### src/rtl/capture_uart_sequencer.sv
// capture_uart_sequencer
// Arms a capture block, waits for a finished frame, then drains the frame
// buffer FIFO word by word and streams it to a UART as:
//   0x55, 0xAA, {hi, lo} x WORDS_PER_FRAME, 8-bit payload sum.
// Waits for the capture block or for FIFO data are bounded by TIMEOUT_CYC;
// UART back-pressure is not bounded.
//
// Ports
//   iClk, iRst_N     clock, async active-low reset
//   iStart           one-cycle frame request (honoured only when idle)
//   oCap_En          capture enable, high while armed
//   iFrameDone       capture finished (honoured only while armed)
//   oFIFO_Rst        one-cycle FIFO flush (frame start or timeout abort)
//   oFIFO_Rd_En      FIFO read strobe, data arrives on iFIFO_Rd_Data next cycle
//   iFIFO_Rd_Data    FIFO read data
//   iFIFO_Empty      FIFO empty flag
//   oTx_Data/oTx_Valid/iTx_Ready   byte stream to the UART (valid/ready)
//   oBusy            not idle
//   oDone            one-cycle pulse after the checksum byte is accepted
//   oErr             one-cycle pulse on timeout abort
module capture_uart_sequencer #(
  parameter logic [15:0] WORDS_PER_FRAME = 16'd49152,
  parameter logic [23:0] TIMEOUT_CYC     = 24'd12000000
) (
  input  logic        iClk,
  input  logic        iRst_N,
  input  logic        iStart,
  output logic        oCap_En,
  input  logic        iFrameDone,
  output logic        oFIFO_Rst,
  output logic        oFIFO_Rd_En,
  input  logic [15:0] iFIFO_Rd_Data,
  input  logic        iFIFO_Empty,
  output logic [7:0]  oTx_Data,
  output logic        oTx_Valid,
  input  logic        iTx_Ready,
  output logic        oBusy,
  output logic        oDone,
  output logic        oErr
);

  typedef enum logic [3:0] {
    S_IDLE, S_FLUSH, S_ARM, S_HDR0, S_HDR1, S_RD, S_LAT, S_TXH, S_TXL, S_CSUM, S_DONE
  } state_t;

  state_t      r_state, w_next;
  logic [15:0] r_wcnt;
  logic [15:0] r_hold;
  logic [7:0]  r_csum;
  logic [23:0] r_timer;

  logic        w_timing;
  logic        w_timeout;
  logic        w_xfer;
  logic [16:0] w_wcnt_inc;

  // Timer only runs while waiting on the capture block or on FIFO data.
  always_comb begin
    w_timing   = (r_state == S_ARM) || ((r_state == S_RD) && iFIFO_Empty);
    w_timeout  = w_timing && (r_timer == (TIMEOUT_CYC - 24'd1));
    // one extra bit so the last-word compare happens before any wrap
    w_wcnt_inc = {1'b0, r_wcnt} + 17'd1;
  end

  always_comb begin
    oTx_Valid = 1'b0;
    oTx_Data  = 8'h00;
    case (r_state)
      S_HDR0: begin oTx_Valid = 1'b1; oTx_Data = 8'h55;         end
      S_HDR1: begin oTx_Valid = 1'b1; oTx_Data = 8'hAA;         end
      S_TXH:  begin oTx_Valid = 1'b1; oTx_Data = r_hold[15:8];  end
      S_TXL:  begin oTx_Valid = 1'b1; oTx_Data = r_hold[7:0];   end
      S_CSUM: begin oTx_Valid = 1'b1; oTx_Data = r_csum;        end
      default: ;
    endcase
    w_xfer = oTx_Valid && iTx_Ready;
  end

  always_comb begin
    w_next = r_state;
    case (r_state)
      S_IDLE:  if (iStart) w_next = S_FLUSH;
      S_FLUSH: w_next = S_ARM;
      S_ARM:   if (w_timeout) w_next = S_IDLE;
               else if (iFrameDone) w_next = S_HDR0;
      S_HDR0:  if (w_xfer) w_next = S_HDR1;
      S_HDR1:  if (w_xfer) w_next = S_RD;
      S_RD:    if (w_timeout) w_next = S_IDLE;
               else if (!iFIFO_Empty) w_next = S_LAT;
      S_LAT:   w_next = S_TXH;
      S_TXH:   if (w_xfer) w_next = S_TXL;
      S_TXL:   if (w_xfer) w_next = (w_wcnt_inc == {1'b0, WORDS_PER_FRAME}) ? S_CSUM : S_RD;
      S_CSUM:  if (w_xfer) w_next = S_DONE;
      S_DONE:  w_next = S_IDLE;
      default: w_next = S_IDLE;
    endcase
  end

  always_comb begin
    oCap_En     = (r_state == S_ARM) && !w_timeout;
    oFIFO_Rst   = (r_state == S_FLUSH) || w_timeout;
    oFIFO_Rd_En = (r_state == S_RD) && !iFIFO_Empty;
    oBusy       = (r_state != S_IDLE);
    oDone       = (r_state == S_DONE);
    oErr        = w_timeout;
  end

  always_ff @(posedge iClk or negedge iRst_N) begin
    if (!iRst_N) begin
      r_state <= S_IDLE;
      r_wcnt  <= 16'd0;
      r_hold  <= 16'd0;
      r_csum  <= 8'd0;
      r_timer <= 24'd0;
    end else begin
      r_state <= w_next;
      if (w_next != r_state) r_timer <= 24'd0;
      else if (w_timing)     r_timer <= r_timer + 24'd1;

      case (r_state)
        S_FLUSH: begin
          r_wcnt <= 16'd0;
          r_csum <= 8'd0;
        end
        S_LAT: r_hold <= iFIFO_Rd_Data;
        S_TXH: if (w_xfer) r_csum <= r_csum + r_hold[15:8];
        S_TXL: if (w_xfer) begin
          r_csum <= r_csum + r_hold[7:0];
          r_wcnt <= w_wcnt_inc[15:0];
        end
        default: ;
      endcase
    end
  end

endmodule
### config.mk
export PLATFORM = sky130hd
export DESIGN_NAME = capture_uart_sequencer
export DESIGN_NICKNAME = d
export VERILOG_FILES = /design/src/rtl/capture_uart_sequencer.sv
export SDC_FILE = /design/constraint.sdc
export NUM_CORES = 1
export LEC_CHECK = 0
export CORE_MARGIN = 1.5
export CORE_UTILIZATION = 63
export DETAILED_ROUTE_END_ITERATION = 6
export GPL_TIMING_DRIVEN = 0
export PLACE_DENSITY = 0.82
export RECOVER_POWER = 100
export SLEW_MARGIN = 10
export SYNTH_ARGS = -nofsm -noshare
export SYNTH_HDL_FRONTEND = slang
export SYNTH_SLANG_ARGS = --single-unit
### constraint.sdc
create_clock -name iClk -period 5.8 [get_ports iClk]
set_clock_uncertainty 0.15 [all_clocks]
set_input_delay 0.87 -clock iClk [delete_from_list [all_inputs] [get_ports iClk]]
set_output_delay 0.87 -clock iClk [all_outputs]
set_load 0.05 [all_outputs]
======== Word level (Yosys, flattened, before mapping) ========
Cells that the tools add are included.
storage, ports and cells
  flip-flop bits (word level) ............. 68
  latch bits .............................. 0
  memory bits (writable) .................. 0
  ROM bits ................................ 0
  input port bits ......................... 22
  output and inout port bits .............. 15
  word-level logic and storage cells ...... 62
  memories kept ........................... 0
operators by class
  add/subtract/negate cells ............... 4
  $mul .................................... 0
  divide/modulo/power cells ............... 0
  order comparisons ....................... 0
  equality and inequality tests ........... 15
  shift-type cells ........................ 0
  multiplexer cells ....................... 21
  bitwise logic cells ..................... 0
  reduce and logical (&&, ||, !) cells .... 17
operators with widths
  cell                                                                     count
  24-bit 2-to-1 mux                                                        2
  4-bit 2-to-1 mux                                                         11
  4-bit case mux with 10 select lines                                      1
  8-bit case mux with 5 select lines                                       1
  16-bit case mux with 2 select lines                                      1
  24-bit by 1-bit adder with 24-bit output, second input constant          1
  24-bit equality test, second input constant                              1
  8-bit case mux with 3 select lines                                       1
  16-bit by 1-bit adder with 17-bit output, second input constant          1
  17-bit by 16-bit equality test with 1-bit output, second input constant  1
  8-bit adder                                                              2
  4-bit by 3-bit equality test with 1-bit output, second input constant    4
  16-bit 2-to-1 mux                                                        1
  8-bit 2-to-1 mux                                                         2
  4-bit equality test, second input constant                               3
  4-bit by 2-bit equality test with 1-bit output, second input constant    2
  1-bit logical AND                                                        5
  5-bit OR reduction                                                       1
  4-bit by 1-bit equality test with 1-bit output, second input constant    1
  4-bit logical NOT                                                        1
  2-bit != test, second input constant                                     2
  4-bit != test                                                            1
  2-bit nonzero test                                                       2
  4-bit nonzero test                                                       1
  6 further kinds                                                          8

======== Longest topological paths before layout ========
Gate-level depths: netlist of the first run.
  depth after elaboration ................. 8
  depth in mapped cells ................... 14
  depth with buffers taken out ............ 12

======== Worst setup path before layout of the first run ========
Ideal clock, no wire load.
  path type ............................... input to output
  start point ............................. input port iFIFO_Empty
  end point ............................... output port oFIFO_Rst
  arrival ................................. 2,718 ps
  required time ........................... 4,780 ps
  slack ................................... 2,062 ps
  cell stages on the path ................. 4
  buffers on the path ..................... 0
  path through ............................ nand4b_1 -> a211o_4 -> nor4_4 -> nand2b_1
between the ends
  cells in the longest elaborated chain, start to end .. 4
RTL lines
  what               line  RTL
  from (decl)        33    input logic iFIFO_Empty,
  1-bit logical AND  59    w_timing = (r_state == S_ARM) || ((r_state == S_RD) && iFIFO_Empty);
  1-bit logical OR   59
  1-bit logical AND  60    w_timeout = w_timing && (r_timer == (TIMEOUT_CYC - 24'd1));
  net oErr           39    output logic oErr
  1-bit logical OR   101   oFIFO_Rst = (r_state == S_FLUSH) || w_timeout;
  to (decl)          30    output logic oFIFO_Rst,
The timed path passes the listed nets, and every way through them passes these cells.

======== Worst setup path after layout of the first run ========
  start point ............................. input port iFIFO_Empty
  end point ............................... output port oFIFO_Rst
between the ends
  cells in the longest elaborated chain, start to end .. 4
RTL lines
  what               line
  1-bit logical AND  59
  1-bit logical OR   59
  1-bit logical AND  60
  1-bit logical OR   101
No other way between the ends.

==> results.yml, run 1 <==
die:
  chipHeight_um: 85.6
  start_util: 0.666
  die-area_um2: 7330
  die_x_um: 85.6
  fp-row-count: 29
  coreArea_um2: 6460
  io-pin-count: 37
clock_network:
  h-tree-depth: 3
  clock_path_buffers: 2
  clk_pin_slew_worst_paths_ns: 0.07
  numCtsBuffers: 9
  cts_resized: 0
  post_cts_buffers: 0
  root_buffer: "clkbuf_8"
  cts_tree: "yes"
  clkLatencyLatePin_ns: 0.35
  numClockSinks: 68
  hold_buffers: 0
pwr:
  power_leakage_nw: 2.04
  switching_share: 0.439
  p_clk_frac: 0.190
  combPwrFrac: 0.503
  pwr_density_cell_nw_per_um2: 433
  p_total_mw: 2.12
  switching_power_mw: 0.932
  p_seq_frac: 0.307
  ir_drop_mv: 0.333
  power.internal_mw: 1.19
timing:
  period_minus_slack_ns: 5.09
  fin_ws_ns: 0.710
  tightest_slew_ns: 2.35
  max_freq_mhz: 196
  fin_crit_sh: 0.878
  drv_slew: 46
  grt_setup_unrepaired: "no"
  setup_violations: 0
  hold_viol_final: 0
  relSlewSlack: -0.569
  tns_ns: 0
  timing.hold.ws_ns: 0.363
layout:
  drive_gt1_frac: 0.0792
  stdcell_area_um2: 4900
  fillers: 482
  antennaDiodeCount: 0
  final_cell_mix: "68 x dfrtp_1, 53 x o21ai_0, 48 x nor2_1, 35 x nand2_1, 30 x clkbuf_1"
  area_growth_pct: 13.9
  layout_commonest_cell: "dfrtp_1"
  fin_nets: 571
yosys:
  syn-num-nets: 523
  syn_area_um2: 4300
  synth_top_area_cell: "dfrtp_1"
  synthFlopType: "dfrtp_1"
  synth_seq_cells: 68
  async_reset_ff_frac: 1.00
  synth-seq-area-share: 0.396
  synth_cell_types: 56
  synth_edf_count: 0
  synth_top_area_frac: 0.396
  synth_area_leaders: "dfrtp_1 40%, o21ai_0 6.2%, mux2_2 5.5%"
  postSynthAreaPerCell_um2: 8.77
  synth_warnings: 0
  syn_inst: 490
setup_path:
  worstSetupPathType: "in2out"
  reg2regPathDepth: 11
  worstSetupEndpointType: "primary output"
  ff2ff_setup_slack_ns: 1.37
  r2r-end: "r_csum[7]"
  cp-start-kind: "input pin"
  critPathArrivalTime_ns: 4.07
  required_ns: 4.78
  r2r-start: "r_state[3]"
  crit_path_max_fanout: 6
placement:
  routabilityCongestion: 0.880
  dpl.hpwl_um: 7130
  placed_area_um2: 4780
  port_buffers: 36
  dpl_worst_slack_ns: 1.22
grt:
  grt_usage: 0.289
  grt_first_pass_wirelength_um: 16800
  grt_antenna_before_repair: 0
  first_global_vias: 3612
  grt_remaining_overflow: 0
  grt_max_degree: 46
worst_hold_path:
  whs_path_depth: 1
  worstHoldStart: "r_hold[0]"
  hold_class: "reg2reg"
  hold_end: "r_hold[0]"
detailed_routing:
  dr.pass1.iters: 7
  routedWlPerCell_um: 16.1
  vias: 3839
  drc: 1
  drt_iter0_markers: 272
  via_per_inst: 6.19
  routed_wl_um: 9970
  antenna_left: 0
outcome:
  status: "finished, violations left"
  violations: "DRC, capacitance limit, slew limit"
job:
  cap_violations: 1
## cells by family after synthesis
group,Yosys count,synth area share
AO/OA/AOI/OAI,115,0.155
XOR/XNOR,29,0.0591
adder cells (fa/ha/maj),11,0.0338
buffers and inverters,50,0.0492
flip-flops,68,0.396
multiplexers,28,0.0713
AND/OR/NAND/NOR,189,0.235
## cell type report
type	count	area (µm²)	area share
flip-flops and latches	68	1700	0.347
plain buffers	32	129	0.0263
multi-input cells	372	2340	0.478
inverters	18	67.6	0.0138
clock inverters	4	47.5	0.00971
repair buffers	37	358	0.0731
well taps	77	96.3	0.0197
clock buffers	12	155	0.0317
## per-stage QoR
step / cells / util
floorplan: 490 / -
global placement: 603 / 0.736
detailed placement: 604 / 0.740
CTS: 620 / 0.772
global route: 620 / 0.758
finish: 620 / 0.758
## flip-flops by register name, indices dropped and copies added (netlist names)
| register | cells |
|---|---|
| r_timer | 24 |
| r_hold | 16 |
| r_wcnt | 16 |
| r_csum | 8 |
| r_state | 4 |
## worst max-delay path by stage
stage	from	endpoint	slack [ns]	cells past startpoint
floorplan	iFIFO_Empty	oFIFO_Rst	2.06	4
CTS	iFIFO_Empty	oFIFO_Rst	1.21	6
global placement	iFIFO_Empty	oFIFO_Rst	1.23	6
global route	iFIFO_Empty	oFIFO_Rst	0.56	6
finish	iFIFO_Empty	oFIFO_Rst	0.71	6
detailed placement	iFIFO_Empty	oFIFO_Rst	1.22	6
## power groups by stage
stage	sequential, mW	combinational, mW	clock, mW
3_3_place_gp	0.653	1.08	0
6_report	0.652	1.07	0.403
4_1_cts	0.650	1.12	0.407
2_1_floorplan	0.632	0.841	0
5_1_grt	0.664	1.17	0.427
3_5_place_dp	0.659	1.11	0
## metal layers
metal,global-route usage,part of all wire
met1,0.384,0.45
met2,0.477,0.48
met3,0.0491,0.050
met4,0.106,0.019
met5,0,0
## cells in the mapped netlist, types with 9 or more instances
| cell | n |
|---|---|
| dfrtp_1 | 68 |
| a31oi_1 | 9 |
| nor2_1 | 48 |
| nand4_1 | 12 |
| and3_1 | 13 |
| a21oi_1 | 24 |
| mux2_2 | 21 |
| nand2_1 | 35 |
| o21ai_0 | 53 |
| ha_1 | 10 |
| xor2_1 | 20 |
| xnor2_1 | 9 |
| nand3_1 | 27 |
| inv_1 | 17 |
| clkbuf_1 | 25 |
## critical path: stages
cell,delay [ns]
clkdlybuf4s50_1,0.57
nand4b_1,0.23
a211o_1,0.42
nor4_1,0.87
nand2b_1,0.22
dlygate4sd3_1,0.89
Note: power is estimated with default switching activity, not from simulation.
==> inputs of run 2 (changes only) <==
--- a/config.mk
+++ b/config.mk
@@ -5,6 +5,7 @@
 export SDC_FILE = /design/constraint.sdc
 export NUM_CORES = 1
 export LEC_CHECK = 0
+export ABC_AREA = 1
 export CORE_MARGIN = 1.5
 export CORE_UTILIZATION = 63
 export DETAILED_ROUTE_END_ITERATION = 6
==> results.yml, run 2 <==
layout:
  seqCellArea_um2: 1700
  drive_gt1_frac: 0.104
  largest_registers: "r_timer: 24 flops, r_hold: 16 flops, r_wcnt: 16 flops"
  final_cell_mix: "147 x nand2_1, 80 x inv_1, 68 x dfrtp_1, 63 x nor2_1, 30 x nand3_1"
  antennaDiodeCount: 0
  area_growth_pct: 13.4
  fin_nets: 653
  regMostFlops: "r_timer"
  largest_reg_flops: 24
  fillers: 495
  multi_input_area_um2: 2220
  layout_commonest_cell: "nand2_1"
grt:
  grt_max_degree: 45
  grt_remaining_overflow: 0
  grt_usage: 0.300
  first_global_vias: 3846
  grt_antenna_before_repair: 0
  grt_first_pass_wirelength_um: 17400
outcome:
  status: "finished, violations left"
  violations: "capacitance limit, slew limit"
yosys:
  synthFlopType: "dfrtp_1"
  syn-num-nets: 605
  synth_top_area_frac: 0.395
  synth_seq_cells: 68
  synth_cell_types: 38
  synth_top_area_cell: "dfrtp_1"
  synth_warnings: 0
  syn_inst: 572
  postSynthAreaPerCell_um2: 7.54
  syn_area_um2: 4310
  synth-seq-area-share: 0.395
  synthTopCellsByCount: "146 x nand2_1, 79 x inv_1, 68 x dfrtp_1"
  synth_most_common_cell: "nand2_1"
  async_reset_ff_frac: 1.00
  synth_edf_count: 0
  synth_area_leaders: "dfrtp_1 39%, nand2_1 13%, inv_1 6.9%"
die:
  fp-row-count: 29
  die_x_um: 85.7
  coreArea_um2: 6490
  chipHeight_um: 85.7
  io-pin-count: 37
  die-area_um2: 7350
  start_util: 0.664
timing:
  timing.hold.ws_ns: 0.365
  fin_crit_sh: 0.768
  tightest_slew_ns: 2.34
  setup_violations: 0
  max_freq_mhz: 225
  period_minus_slack_ns: 4.45
  relSlewSlack: -0.562
  drv_slew: 45
  fin_ws_ns: 1.35
  hold_viol_final: 0
  grt_setup_unrepaired: "no"
  tns_ns: 0
clock_network:
  clk_pin_slew_worst_paths_ns: 0.07
  h-tree-depth: 3
  cts_resized: 0
  hold_buffers: 0
  post_cts_buffers: 0
  root_buffer: "clkbuf_8"
  clock_path_buffers: 2
  clkLatencyLatePin_ns: 0.35
  cts_tree: "yes"
  numCtsBuffers: 9
  numClockSinks: 68
detailed_routing:
  routedWlPerCell_um: 14.3
  vias: 3917
  dr.pass1.iters: 5
  routed_wl_um: 10000
  via_per_inst: 5.60
  antenna_left: 0
  drc: 0
  drt_iter0_markers: 244
pwr:
  ir_drop_mv: 0.333
  pwr_density_cell_nw_per_um2: 390
  power_leakage_nw: 2.23
placement:
  routabilityCongestion: 0.901
  port_buffers: 36
  dpl_worst_slack_ns: 1.58
  dpl.hpwl_um: 7500
setup_path:
  worstSetupPathType: "in2out"
  worstSetupEndpointType: "primary output"
  required_ns: 4.78
  critPathArrivalTime_ns: 3.43
  cp-start-kind: "input pin"
  crit_path_max_fanout: 9
worst_hold_path:
  hold_class: "reg2reg"
job:
  cap_violations: 1
[run 2: kinds of logic (layout without fill, tap and decap cells)]
family          after synthesis  after routing  share of synthesized area
compound gates               63             63                     0.0859
xor+xnor                     25             25                     0.0508
fa+ha+maj                    11             11                     0.0337
buf+inv                      90            141                     0.0838
flops                        68             68                      0.395
mux                          13             13                     0.0337
simple gates                302            302                      0.318
[run 2: cell type report]
| type | instances | area share |
|---|---|---|
| Buffer | 8 | 0.00614 |
| Clock buffer | 12 | 0.0338 |
| Clock inverter | 2 | 0.00205 |
| Inverter | 82 | 0.0629 |
| Multi-Input combinational cell | 414 | 0.454 |
| Sequential cell | 68 | 0.348 |
| Tap cell | 77 | 0.0197 |
| Timing Repair Buffer | 37 | 0.0732 |
[run 2: final timing paths]
path	from	endpoint	slack [ns]	depth (start not counted)
max in group asynchronous	iRst_N	r_timer[15]	2.03	2
min reg2reg	r_hold[4]	r_hold[4]	0.37	1
max	iFIFO_Empty	oErr	1.35	7
max reg2reg	r_state[0]	r_csum[7]	2.00	20
min	r_hold[4]	r_hold[4]	0.37	1
min in group asynchronous	iRst_N	r_timer[6]	0.65	1
[run 2: worst max-delay path, stage by stage]
cell,delay (ns)
clkdlybuf4s50_1,0.52
nand2_1,0.07
nand2_1,0.34
nand2_1,0.15
nor2_1,0.17
nor4b_1,0.37
dlygate4sd3_1,0.94
[run 2: routing by layer]
layer  track usage  routed length (µm)  vias up
li1              -                   -     1928
met1         0.406                4510     1825
met2         0.489                4710      138
met3        0.0414                 572       26
met4         0.122                 233        0
met5             0                   0        -
[run 2: power breakdown]
part	leakage, nW	total (mW)	switching, mW	internal, mW
Sequential	0.904	0.631	0.0627	0.568
Combinational	1.23	0.917	0.627	0.290
Clock	0.0941	0.358	0.174	0.184
[run 2: per-stage QoR]
stage	cells	total power [mW]	instance area, µm²	utilization
after floorplan	572	1.35	4310	-
after global placement	685	1.58	4770	0.734
after detailed placement	686	1.61	4790	0.738
after CTS	700	1.97	4970	0.765
after global routing	700	2.03	4890	0.753
final	700	1.91	4890	0.753
==> inputs of run 3 (changes only) <==
--- a/config.mk
+++ b/config.mk
@@ -7,10 +7,10 @@
 export LEC_CHECK = 0
 export ABC_AREA = 1
 export CORE_MARGIN = 1.5
-export CORE_UTILIZATION = 63
+export CORE_UTILIZATION = 53
 export DETAILED_ROUTE_END_ITERATION = 6
 export GPL_TIMING_DRIVEN = 0
-export PLACE_DENSITY = 0.82
+export PLACE_DENSITY = 0.73
 export RECOVER_POWER = 100
 export SLEW_MARGIN = 10
 export SYNTH_ARGS = -nofsm -noshare
==> constraint.sdc (replaced) <==
create_clock -name iClk -period 3.59 [get_ports iClk]
set_clock_uncertainty 0.15 [all_clocks]
set_input_delay 0.5385 -clock iClk [delete_from_list [all_inputs] [get_ports iClk]]
set_output_delay 0.5385 -clock iClk [all_outputs]
set_load 0.05 [all_outputs]
==> results.yml, run 3 (synthesis results as in run 2) <==
die:
  die-area_um2: 8690
  start_util: 0.552
  fp-row-count: 32
  io-pin-count: 37
  coreArea_um2: 7810
  die_x_um: 93.2
  chipHeight_um: 93.2
timing:
  hold_viol_final: 0
  tns_ns: 0
  period_minus_slack_ns: 3.41
  grt_setup_unrepaired: "no"
  max_freq_mhz: 293
  fin_crit_sh: 0.951
  timing.hold.ws_ns: 0.357
  drv_slew: 0
  setup_violations: 0
  tightest_slew_ns: 1.40
  relSlewSlack: 0.0692
layout:
  antennaDiodeCount: 0
  largest_reg_flops: 24
  drive_gt1_frac: 0.113
  area_growth_pct: 16.5
  fin_nets: 656
  final_core_util: 0.643
  layout_commonest_cell: "nand2_1"
  largest_registers: "r_timer: 24 flops, r_hold: 16 flops, r_wcnt: 16 flops"
  final_cell_mix: "147 x nand2_1, 81 x inv_1, 68 x dfrtp_1, 62 x nor2_1, 32 x nand3_1"
  regMostFlops: "r_timer"
clock_network:
  clkLatencyLatePin_ns: 0.36
  root_buffer: "clkbuf_8"
  h-tree-depth: 3
  clk_pin_slew_worst_paths_ns: 0.07
  numCtsBuffers: 9
  clock_path_buffers: 2
  cts_tree: "yes"
  numClockSinks: 68
placement:
  routabilityCongestion: 0.907
  dpl.hpwl_um: 7470
  port_buffers: 36
grt:
  first_global_vias: 3645
  grt_first_pass_wirelength_um: 16900
  grt_max_degree: 44
  grt_usage: 0.248
  grt_remaining_overflow: 0
  grt_antenna_before_repair: 0
setup_path:
  reg2regPathDepth: 21
  worstSetupEndpointType: "primary output"
  path_common_cell: "nand2_1"
  crit_chain: "inv_2 -> nand2_2 -> nor2_2 -> nand2_1 -> nand2_4 -> nand2_1 -> nor2_1 -> nor4b_1 -> dlygate4sd2_1"
  required_ns: 2.90
  slowest_stage: "dlygate4sd2_1"
  critPathMaxStageDelay_ns: 0.59
  critPathTopFamily: "simple AND/OR/NAND/NOR gates"
  crit_path_max_fanout: 9
  r2r-start: "r_state[0]"
  crit_start: "r_state[1]"
  cp_num_buf_inv: 2
  worstSetupPathType: "reg2out"
  cp-start-kind: "flop"
  critPathArrivalTime_ns: 2.72
  critical_path_depth: 9
pwr:
  p_total_mw: 3.28
  power_leakage_nw: 2.27
  ir_drop_mv: 0.461
  pwr_density_cell_nw_per_um2: 653
detailed_routing:
  routedWlPerCell_um: 13.6
  drc: 0
  drt_iter0_markers: 267
  vias: 3857
  dr.pass1.iters: 4
  antenna_left: 0
  via_per_inst: 5.28
  routed_wl_um: 9930
job:
  cap_violations: 0
worst_hold_path:
  hold_class: "reg2reg"
  worstHoldStart: "r_hold[0]"
  whs_path_depth: 1
outcome:
  status: "finished, final reports clean"
-- run 3: power breakdown --
| group | internal (mW) | total (mW) | switching, mW |
|---|---|---|---|
| sequential | 0.917 | 1.02 | 0.0991 |
| combinational | 0.479 | 1.50 | 1.02 |
| clock | 0.459 | 0.770 | 0.312 |
| total | 1.85 | 3.28 | 1.43 |
-- run 3: path summary, 6_finish.rpt --
check | to | slack [ns]
min reg2reg | r_hold[0] | 0.36
max | oErr | 0.18
max in group asynchronous | r_timer[15] | 0.69
min in group asynchronous | r_wcnt[9] | 0.87
min | r_hold[0] | 0.36
max reg2reg | r_csum[7] | 0.39
-- run 3: stage by stage --
| step | std cells | instance area (µm²) | setup WS (ns) |
|---|---|---|---|
| 6_report | 730 | 5020 | 0.177 |
| 5_1_grt | 730 | 5020 | 0.0556 |
| 4_1_cts | 728 | 5070 | 0.197 |
| 3_5_place_dp | 711 | 4820 | 0.00515 |
| 3_3_place_gp | 710 | 4800 | -0.542 |
| 2_1_floorplan | 572 | 4310 | 0.0914 |
-- run 3: timing repair --
| action | in CTS | in global routing |
|---|---|---|
| endpoints found under the setup margin | 1 | 1 |
| hold buffers | 1 | 0 |
| gates resized for setup | 1 | 0 |
| endpoints found under the hold margin | 25 | 0 |
| setup buffers | 0 | 2 |
| pin swaps | 0 | 1 |
-- run 3: worst reg2reg max path: cells and delay by family (launching register included) --
kind / cells / cell delay, ns
buffers and inverters: 5 / 0.64
AND/OR/NAND/NOR: 11 / 0.96
flip-flops: 1 / 0.38
adder cells (fa/ha/maj): 1 / 0.26
AO/OA/AOI/OAI: 4 / 0.75
-- run 3: final cells by class --
class,instances,area [µm²]
clock inverters,7,115
clock buffers,9,124
plain buffers,8,37.5
multi-input cells,414,2230
inverters,82,308
well taps,102,128
fillers,699,2780
repair buffers,40,383
flip-flops and latches,68,1700
-- run 3: metal layers --
metal | track usage | wire (µm) | part of all wire | up-vias
met4 | 0.0909 | 186 | 0.019 | 0
met1 | 0.343 | 4700 | 0.47 | 1819
met5 | 0 | 0 | 0 | -
met3 | 0.0350 | 404 | 0.041 | 12
li1 | - | - | - | 1935
met2 | 0.398 | 4640 | 0.47 | 91
==> patch 1, RTL diff (flow settings as in run 3) <==
The 11 states of `state_t` get a Gray code encoding in 4 bits.
--- a/src/rtl/capture_uart_sequencer.sv
+++ b/src/rtl/capture_uart_sequencer.sv
@@ -42,3 +42,3 @@
   typedef enum logic [3:0] {
-    S_IDLE, S_FLUSH, S_ARM, S_HDR0, S_HDR1, S_RD, S_LAT, S_TXH, S_TXL, S_CSUM, S_DONE
+    S_IDLE = 4'b0000, S_FLUSH = 4'b0001, S_ARM = 4'b0011, S_HDR0 = 4'b0010, S_HDR1 = 4'b0110, S_RD = 4'b0111, S_LAT = 4'b0101, S_TXH = 4'b0100, S_TXL = 4'b1100, S_CSUM = 4'b1101, S_DONE = 4'b1111
   } state_t;
Check against the original RTL: no difference found for any inputs over 10 cycles, from zero or initial values and one cycle with iRst_N low; not proved beyond that.
==> patch 1 against run 3 <==
Synthesized area is 4.5% higher. Sequential cell count stayed put. Cell area is 2.4% higher. Wire length is 2.6% higher. Worst setup slack worse by 16 ps. Highest routed layer unchanged. Power is 2.2% higher. Core utilization is 1.8 points lower. The run now ends with capacitance limit, slew limit left.
==> patch 1: results (changes against run 3) <==
status=finished with violations (was complete, no violations); failing checks=capacitance limit, slew limit; aggregate global-route resource usage=25.1% (was 24.8%); worst hold-check slack=365 ps (was 357 ps); number of detailed-routing iterations run before antenna repair=5 (was 4); post-layout total power=3.35 mW (was 3.28 mW); layout inverter count without the clock tree=76 (was 82); arrival time reported for the critical path endpoint=2740 ps (was 2720 ps); flop2flop setup slack=310 ps (was 390 ps); clk cell area share=3.53% (was 4.76%); Worst Path Max Fanout=6 (was 9); combinational gate power=1.76 mW (was 1.50 mW); cell family contributing the most delay on the critical path=buffers and inverters (was simple AND/OR/NAND/NOR gates); register share of the cell area=33.1% (was 33.9%); launch instance of the worst min-delay path=r_hold[5] (was r_hold[0]); CP peak stage delay=870 ps (was 590 ps); instance count of the mapped netlist=577 (was 572); dominant cells by area after synthesis=sky130_fd_sc_hd__dfrtp_1 (38%), sky130_fd_sc_hd__nand2_1 (10%), sky130_fd_sc_hd__nor2_4 (6.0%) (was sky130_fd_sc_hd__dfrtp_1 (39%), sky130_fd_sc_hd__nand2_1 (13%), sky130_fd_sc_hd__inv_1 (6.9%)); non-filler cells in the finished layout=738 (was 730); peak supply drop=0.313 mV (was 0.461 mV); average detailed-routed wire length per instance=13.8 um (was 13.6 um); number of filler cells placed in the layout=779 (was 699); post-placement setup slack=65.5 ps (was 5.15 ps); share of final-layout standard cells stronger than drive strength 1=12.8% (was 11.3%); worst flop-to-flop path endpoint=r_csum[6] (was r_csum[7]); tapcells inserted=105 (was 102); number of cells on the worst reg-to-reg path=18 (was 21); wire length of the first global-routing pass=17800 um (was 16900 um); Placed Instance Area=0.00502 mm2 (was 0.00482 mm2); sequential share of the synthesized area=37.8% (was 39.5%); max-slew violation count=30 (was 0); Post-Place Cells=719 (was 711); GP Congestion=0.932 (was 0.907); leakage=2.33 nW (was 2.27 nW); Sw Ratio=46.3% (was 43.5%); count of multi-input gates=421 (was 414); slowest cell on the critical path=sky130_fd_sc_hd__clkdlybuf4s50_1 (was sky130_fd_sc_hd__dlygate4sd2_1); final net count=661 (was 656); Crit Reg-Reg Startpoint=r_state[1] (was r_state[0]); MaxCap Viol Count=1 (was 0)
## patch 1: cell types whose count changed after synthesis, moves of 4 or more
cell                               run 3  this run
sky130_fd_sc_hd__nor2_2               29         6
sky130_fd_sc_hd__nor2_4                1        24
sky130_fd_sc_hd__nand2_1             146       125
sky130_fd_sc_hd__nand3_1              30        43
sky130_fd_sc_hd__inv_1                79        68
sky130_fd_sc_hd__nor2_1               60        68
sky130_fd_sc_hd__nand2_2               2         8
sky130_fd_sc_hd__o2111ai_1             6         0
sky130_fd_sc_hd__a21oi_1              14        19
sky130_fd_sc_hd__inv_2                 3         7
sky130_fd_sc_hd__o211ai_1              1         5
## patch 1: worst max-delay path by stage
stage,startpoint,endpoint,slack (ps)
finish,r_state[3],oErr,160
global route,r_state[0],r_timer[12],7
CTS,r_state[1],r_csum[6],20
detailed placement,r_state[1],r_csum[6],70
global placement,iRst_N,r_timer[16],-480
floorplan,r_state[2],oErr,350
## patch 1: layer usage
metal | vias up | track usage (%) | part of all wire (%)
met5 | - | 0 | 0
met4 | 0 | 8.08 | 1.4
met3 | 17 | 4.07 | 4.6
met2 | 102 | 43.3 | 50
met1 | 1870 | 31.9 | 44
li1 | 1975 | - | -
## patch 1: cell families (layout without fill, tap and decap cells)
kind of cell | count (synthesis) | in the layout | synth area share, %
DFF | 68 | 68 | 37.8
muxes | 12 | 12 | 2.97
AOI/OAI and AO/OA | 66 | 66 | 8.36
and+or+nand+nor | 307 | 307 | 34.5
buffers and inverters | 88 | 144 | 8.36
xor gates and xnor gates | 25 | 25 | 4.86
adders and majority gates | 11 | 11 | 3.22
## patch 1: timing repair
action	in CTS	in global routing
hold buffers	1	0
resized for setup	1	6
endpoints found under the setup margin	3	6
pin swaps	0	1
endpoints found under the hold margin	29	0
setup buffers	0	2
==> patch 2, RTL diff (config.mk and constraints of run 3) <==
Without the edit above. Change the parameter `TIMEOUT_CYC` from 24'd12000000 to 24'd6000000.
--- a/src/rtl/capture_uart_sequencer.sv
+++ b/src/rtl/capture_uart_sequencer.sv
@@ -22,3 +22,3 @@
   parameter logic [15:0] WORDS_PER_FRAME = 16'd49152,
-  parameter logic [23:0] TIMEOUT_CYC     = 24'd12000000
+  parameter logic [23:0] TIMEOUT_CYC     = 24'd6000000
 ) (
Function: no difference found for any inputs over 10 cycles, from zero or initial values and one cycle with iRst_N low; that may be too few to reach the edited logic, so the function may still have changed.
==> patch 2 against run 3 <==
The run now ends with capacitance limit, slew limit left. Clock power fell by 26%. Power fell by 3.3%. Wire length rose by 5.8%. First-iteration DRC count fell by 22%. Maximum frequency rose by 5.7%. Synthesized area rose by 0.73%. Core utilization fell by 0.69 points. Cell area fell by 0.57%. Cell count rose by 4.0%. Worst setup slack improved by 180 ps. Sequential cell count did not move. Hold slack got worse by 26 ps. Critical path type is now reg2reg. Critical endpoint is now r_csum[5]. Largest cell class unchanged. Largest power group unchanged.
==> patch 2: results (changes against run 3) <==
failing checks=capacitance limit, slew limit; clock slew seen by the registers of the worst setup and hold paths=70 ps (about the same); wire length of the first global-routing pass=17800 um (was 16900 um); portion of total power attributed to combinational logic=49.2% (was 45.6%); peak supply drop=0.544 mV (was 0.461 mV); violation count after the first detailed-routing iteration=207 (was 267); flop2flop setup slack=360 ps (was 390 ps); placed wire-length estimate=7770 um (was 7470 um); number of filler cells placed in the layout=723 (was 699); share of final-layout standard cells stronger than drive strength 1=9.13% (was 11.3%); Resize count post-CTS=2 (was 1); Worst Path Max Fanout=10 (was 9); max-slew violation count=29 (was 0); Sw Ratio=46.8% (was 43.5%); sequential share of the synthesized area=39.2% (was 39.5%); final net count=686 (was 656); slowest cell on the critical path=sky130_fd_sc_hd__dfrtp_1 (was sky130_fd_sc_hd__dlygate4sd2_1); GP Congestion=0.890 (was 0.907); non-filler cells in the finished layout=759 (was 730); worst hold-check slack=331 ps (was 357 ps); status=finished with violations (was complete, no violations); synthesized area per cell=7.19 um2 (was 7.54 um2); synth warn=0 (unchanged); Placed Instance Area=0.00485 mm2 (was 0.00482 mm2); total clock network power=0.572 mW (was 0.770 mW); Net Count, Synth=637 (was 605); largest net degree at the start of global routing=42 (was 44); leakage=2.30 nW (was 2.27 nW); transition time at the pin with the least slew margin=1560 ps (was 1400 ps); vias per std cell=5.42 (was 5.28); CP peak stage delay=430 ps (was 590 ps); arrival time reported for the critical path endpoint=3300 ps (was 2720 ps); dominant cells by area after synthesis=sky130_fd_sc_hd__dfrtp_1 (39%), sky130_fd_sc_hd__nand2_1 (15%), sky130_fd_sc_hd__inv_1 (6.7%) (was sky130_fd_sc_hd__dfrtp_1 (39%), sky130_fd_sc_hd__nand2_1 (13%), sky130_fd_sc_hd__inv_1 (6.9%)); number of global-route vias before repair=3891 (was 3645); Post-Place Cells=743 (was 711); Clock Latency Late Sink=340 ps (was 360 ps); post-placement setup slack=36.2 ps (was 5.15 ps); signed area change from the synthesized netlist to the final layout=15.0% (was 16.5%); MaxCap Viol Count=1 (was 0); aggregate global-route resource usage=25.8% (was 24.8%); top post-synthesis cells by count=sky130_fd_sc_hd__nand2_1 (177), sky130_fd_sc_hd__inv_1 (78), sky130_fd_sc_hd__dfrtp_1 (68) (was sky130_fd_sc_hd__nand2_1 (146), sky130_fd_sc_hd__inv_1 (79), sky130_fd_sc_hd__dfrtp_1 (68)); source of the critical timing path=r_state[0] (was r_state[1]); Setup WS post-layout=362 ps (was 177 ps); launch instance of the worst min-delay path=r_hold[7] (was r_hold[0]); average detailed-routed wire length per instance=13.8 um (was 13.6 um)
==> patch 2: cell count changes after synthesis, moves of 7 or more <==
cell	before	now
sky130_fd_sc_hd__a21oi_1	14	7
sky130_fd_sc_hd__mux2_2	12	0
sky130_fd_sc_hd__nand2_1	146	177
sky130_fd_sc_hd__nand3_1	30	37
sky130_fd_sc_hd__o21ai_0	23	33
sky130_fd_sc_hd__xor2_1	22	15
==> patch 2: worst paths after layout <==
kind	to	cells after the start
max in group asynchronous	r_csum[0]	3
setup reg to reg	r_csum[5]	16
setup / recovery	r_csum[5]	16
min in group asynchronous	r_wcnt[11]	2
hold reg to reg	r_hold[7]	2
hold / removal	r_hold[7]	2
==> patch 2: cell type report <==
cell class | instances | area share, %
buffer | 10 | 0.902
clock buffer | 13 | 3.18
clock inverter | 2 | 0.200
inverter | 81 | 6.16
multi-input combinational | 445 | 45.6
sequential | 68 | 34.1
tap | 102 | 2.56
timing repair buffer | 38 | 7.34
==> patch 2: logic make-up after synthesis <==
| group | Yosys count | share of synthesized area (%) |
|---|---|---|
| adders and majority gates | 11 | 3.34 |
| muxes | 1 | 0.230 |
| AOI/OAI and AO/OA | 63 | 8.53 |
| buffers and inverters | 91 | 8.30 |
| and+or+nand+nor | 347 | 35.8 |
| xor gates and xnor gates | 23 | 4.64 |
| DFF | 68 | 39.2 |
==> patch 2: layer usage <==
metal / track usage, % / up-vias / routed length, um
li1: - / 2025 / -
met1: 35.4 / 1939 / 4910
met4: 9.70 / 0 / 212
met3: 3.41 / 18 / 547
met2: 41.7 / 134 / 4830
met5: 0 / - / 0
==> patch 2: critical path, delay by kind of cell (launching register included) <==
family                   cells  cell delay, ps
AO/OA/AOI/OAI                4             640
adder cells (fa/ha/maj)      1             340
buffers and inverters        3             550
flip-flops                   1             430
AND/OR/NAND/NOR              8            1000
